<file path="src/rtl/hazard_stall_ctrl.sv">
// hazard_stall_ctrl: Tuse/Tnew stall/flush scheduler plus mult/div busy sequencer.
// Optional macro STALL_PERF_CNT_EN adds the stall_cnt performance counter.
module hazard_stall_ctrl #(
  parameter int MULT_CYCLES = 5,
  parameter int DIV_CYCLES  = 10
) (
  input  logic       CLK,
  input  logic       RESET,
  input  logic [4:0] rs_D,
  input  logic [4:0] rt_D,
  input  logic [1:0] tuse_rs_D,
  input  logic [1:0] tuse_rt_D,
  input  logic [4:0] wreg_E,
  input  logic [1:0] tnew_E,
  input  logic [4:0] wreg_M,
  input  logic [1:0] tnew_M,
  input  logic       md_start_E,
  input  logic       md_is_div_E,
  input  logic       md_use_D,
  output logic       stall_PC,
  output logic       stall_FtoD,
  output logic       flush_DtoE,
  output logic       md_busy,
  output logic       md_done
`ifdef STALL_PERF_CNT_EN
  ,
  output logic [31:0] stall_cnt
`endif
);
  typedef enum logic {IDLE, BUSY} state_t;
  state_t r_state, w_state_nxt;
  logic [3:0] r_cnt, w_cnt_nxt;
  logic r_done, w_done_nxt;
  logic w_stall_rs, w_stall_rt, w_stall_md, w_stall;
  // A reader stalls only if it needs the value strictly before the producer has it
  assign w_stall_rs = (rs_D != 5'd0) && (tuse_rs_D != 2'd3) &&
                      ((rs_D == wreg_E && tuse_rs_D < tnew_E) || (rs_D == wreg_M && tuse_rs_D < tnew_M));
  assign w_stall_rt = (rt_D != 5'd0) && (tuse_rt_D != 2'd3) &&
                      ((rt_D == wreg_E && tuse_rt_D < tnew_E) || (rt_D == wreg_M && tuse_rt_D < tnew_M));
  assign w_stall_md = md_use_D && (md_busy || md_start_E);
  assign w_stall    = w_stall_rs || w_stall_rt || w_stall_md;
  assign stall_PC   = w_stall && !RESET;
  assign stall_FtoD = w_stall && !RESET;
  assign flush_DtoE = w_stall && !RESET;
  assign md_busy    = (r_state == BUSY);
  assign md_done    = r_done;
  always_ff @(posedge CLK) begin
    if (RESET) begin
      r_state <= IDLE;
      r_cnt   <= 4'd0;
      r_done  <= 1'b0;
    end else begin
      r_state <= w_state_nxt;
      r_cnt   <= w_cnt_nxt;
      r_done  <= w_done_nxt;
    end
  end
  // A new start always reloads, so an overlapping op silently replaces the old one
  always_comb begin
    w_state_nxt = r_state;
    w_cnt_nxt   = r_cnt;
    w_done_nxt  = 1'b0;
    if (md_start_E) begin
      w_state_nxt = BUSY;
      w_cnt_nxt   = md_is_div_E ? 4'(DIV_CYCLES) : 4'(MULT_CYCLES);
    end else if (r_state == BUSY) begin
      w_state_nxt = (r_cnt == 4'd1) ? IDLE : BUSY;
      w_cnt_nxt   = r_cnt - 4'd1;
      w_done_nxt  = (r_cnt == 4'd1);
    end
  end
`ifdef STALL_PERF_CNT_EN
  logic [31:0] r_stall_cnt;
  always_ff @(posedge CLK) r_stall_cnt <= RESET ? 32'd0 : r_stall_cnt + {31'd0, w_stall};
  assign stall_cnt = r_stall_cnt;
`endif
endmodule

</file>
<file path="config.mk">
export PLATFORM = sky130hd
export DESIGN_NAME = hazard_stall_ctrl
export DESIGN_NICKNAME = d
export VERILOG_FILES = /design/src/rtl/hazard_stall_ctrl.sv
export SDC_FILE = /design/constraint.sdc
export NUM_CORES = 1
export LEC_CHECK = 0
export ABC_AREA = 1
export CORE_ASPECT_RATIO = 1.4
export CORE_UTILIZATION = 30
export DETAILED_ROUTE_END_ITERATION = 8
export GPL_TIMING_DRIVEN = 0
export HOLD_SLACK_MARGIN = 0.03
export PLACE_DENSITY_LB_ADDON = 0.12
export SLEW_MARGIN = 20
export SYNTH_ARGS = -nofsm -noshare
export SYNTH_HDL_FRONTEND = slang
export SYNTH_SLANG_ARGS = --single-unit
</file>
<file path="constraint.sdc">
create_clock -name CLK -period 5.1 [get_ports CLK]
set_input_delay 1.53 -clock CLK [delete_from_list [all_inputs] [get_ports CLK]]
set_output_delay 1.53 -clock CLK [all_outputs]
set_load 0.05 [all_outputs]
</file>
==> metrics.cfg <==
[timing]
hold_slack_ps=498.3
rsz0062_at_grt=false
period_share_pct=95.57
worst_slew_pin_slew_ps=497.0
finalHoldViolCount=0
drv_slew=0
tns_ps=0
finalClockSkew_ps=0.1038
setup_viol=0
relSlewSlack_pct=66.76
min_period_ps=4874
fmaxAchievable_mhz=205.2

[finish]
diodes=0
n_fill_cell=296
area_growth_pct=51.13
final_area_sq_um=1257
final_common_cell=nand2_1
final_cell_mix=51 x nand2_1, 34 x clkdlybuf4s50_1, 31 x inv_1, 12 x nor2_1, 9 x nand3_1
drive_gt1_share_pct=8.763
final_nets=235

[drt]
wl_mm=2.336
via_per_inst=4.491
vias=1033
avgRoutedWirePerCell_um=10.16
drt_iter0_markers=12
drc=0
antenna_left=0
drtPass1Iterations=4

[yosys]
ys_ff_latch=6
syn_inst=154
syn-num-nets=193
yosysSeqAreaShare_pct=14.44
synth.avg_cell_area_sq_um=5.403
yosysUniqueCellTypes=22
syn_area_sq_um=832.0
yosysWarnings=0

[floorplanning]
start_util_pct=31.82
dieHeight_um=64.32
rows=22
core_area_sq_um=2615
dieArea_sq_um=2991
io_pins=38
fp.dieW_um=46.51

[setup_path]
worst_setup_path_end_kind=primary output
r2r-start=r_cnt[0]
crit_start=tuse_rs_D[1]
r2r_slack_ps=3960
crit_fanout=3
worstSetupPathType=input port to primary output
worst-endpoint-arrival_ps=3340
cp.required_ps=3570
cp-start-kind=input port
cp-endpoint=stall_PC
reg2reg_depth=4
regToRegEndpoint=r_cnt[1]

[power_and_ir_drop]
p_leak_uw=0.0006682
vdd_drop_max_mv=0.1268
power_density_nw_per_um2=152.6

[clock_tree]
clk_latency_ps=250
cts_tree=yes
htreeDepth=1
cts.clk_slew.worst_paths_ps=40
numCtsBuffers=3
cts_hold_buf=0
root_buffer=clkbuf_4
clock_sinks=6
cts.path.max_buffers=2

[grt]
antenna_found_initial=0
grtUsageTotal_pct=17.03
gr-max-usage-layer=met2
grt_pass1_vias=1022
use_met1_pct=12.82
use_met3_pct=2.260
grt_use_met2_pct=34.55
grt_pass1_wl_mm=3.719
grt.overflow.total=0
grt_max_degree=6

[placement]
numPortBuffers=37
gp_congestion=0.8367
hpwl_mm=2.096
place_area_sq_um=1247

[flow_run]
drv_cap=0

[outcome]
status=completed

[worst_hold_path]
hold_class=flip-flop to flip-flop

## per-layer routing
metal	vias up	share of wire [%]
met3	9	2.4
met2	21	59
met5	-	0
li1	548	-
met1	455	34
met4	0	4.2
## logic make-up after synthesis
kind of cell / count (synthesis) / synth area share [%]
adder cells (fa/ha/maj): 6 / 9.022
buffers and inverters: 40 / 18.95
AO/OA/AOI/OAI: 19 / 13.83
AND/OR/NAND/NOR: 77 / 37.44
flip-flops: 6 / 14.44
XOR/XNOR: 6 / 6.316
## metrics by stage
stage | setup WS (ps) | power, uW | util, % | cells
3_5_place_dp | -325.7 | 149.5 | 47.70 | 227
2_1_floorplan | 670.1 | 102.9 | - | 154
3_3_place_gp | -267.4 | 147.4 | 47.70 | 227
4_1_cts | 39.92 | 195.7 | 48.47 | 230
5_1_grt | 83.14 | 206.6 | 48.09 | 230
6_report | 225.7 | 191.9 | 48.09 | 230
## area by class of cell
cell class	instances	area [sq um]	share of cell area, %
plain buffers	2	15.01	1.194
repair buffers	37	357.8	28.46
multi-input cells	108	554.3	44.08
clock buffers	3	22.52	1.791
well taps	36	45.04	3.582
flip-flops and latches	6	120.1	9.552
inverters	38	142.6	11.34
## how the worst min path moves through the flow
stage	startpoint	end	slack, ps	cells after the start
final	r_cnt[3]	r_cnt[3]	500	2
after global routing	r_cnt[1]	r_cnt[1]	530	2
after CTS	r_cnt[3]	r_cnt[3]	500	2
after detailed placement	r_cnt[3]	r_cnt[3]	490	2
after global placement	r_cnt[3]	r_cnt[3]	480	2
after floorplan	r_cnt[1]	r_cnt[1]	450	2
## critical path: stages
cell	delay, ps
clkdlybuf4s50_1	460
ha_1	310
a21boi_0	130
nor2_1	170
nand3_1	100
nand2_1	70
nand2_1	40
nand3_1	60
nand2_1	50
inv_1	80
buf_4	100
buf_2	240
## what timing repair did
| action | in CTS | in global routing |
|---|---|---|
| buffers inserted | 0 | 0 |
| setup endpoints to repair | 3 | 2 |
| gates resized for setup | 6 | 4 |
| pin swaps | 0 | 0 |
| cloned | 0 | 0 |
| hold endpoints to repair | 0 | 0 |
## Yosys cell counts
| master | number | area share [%] |
|---|---|---|
| o211ai_1 | 1 | 0.90 |
| nor2_2 | 1 | 0.75 |
| nand3_1 | 9 | 5.4 |
| xor2_1 | 5 | 5.3 |
| inv_1 | 31 | 14 |
| ha_1 | 6 | 9.0 |
| a21boi_0 | 2 | 1.8 |
| nand4_1 | 2 | 1.5 |
| xnor2_1 | 1 | 1.1 |
| or2_1 | 1 | 0.75 |
| buf_4 | 2 | 1.8 |
| nor2_1 | 12 | 5.4 |
| o21ai_1 | 3 | 1.8 |
| a21oi_2 | 1 | 1.1 |
| o21ai_0 | 6 | 3.6 |
| o21bai_1 | 2 | 1.8 |
| dfxtp_1 | 6 | 14 |
| a21oi_1 | 1 | 0.60 |
| nand2_1 | 51 | 23 |
| inv_2 | 7 | 3.2 |
| nor3_1 | 1 | 0.60 |
| a31oi_1 | 3 | 2.3 |
## sequential cells by signal, indices dropped and copies added (netlist names)
name	flops
r_cnt	4
md_busy	1
md_done	1
## where the power goes
| group | internal (uW) | switching [uW] |
|---|---|---|
| Clock | 26.7 | 18.6 |
| Combinational | 45.2 | 49.0 |
| Sequential | 50.3 | 2.11 |
| Total | 122 | 69.7 |
Note: power is estimated with default switching activity, not from simulation.
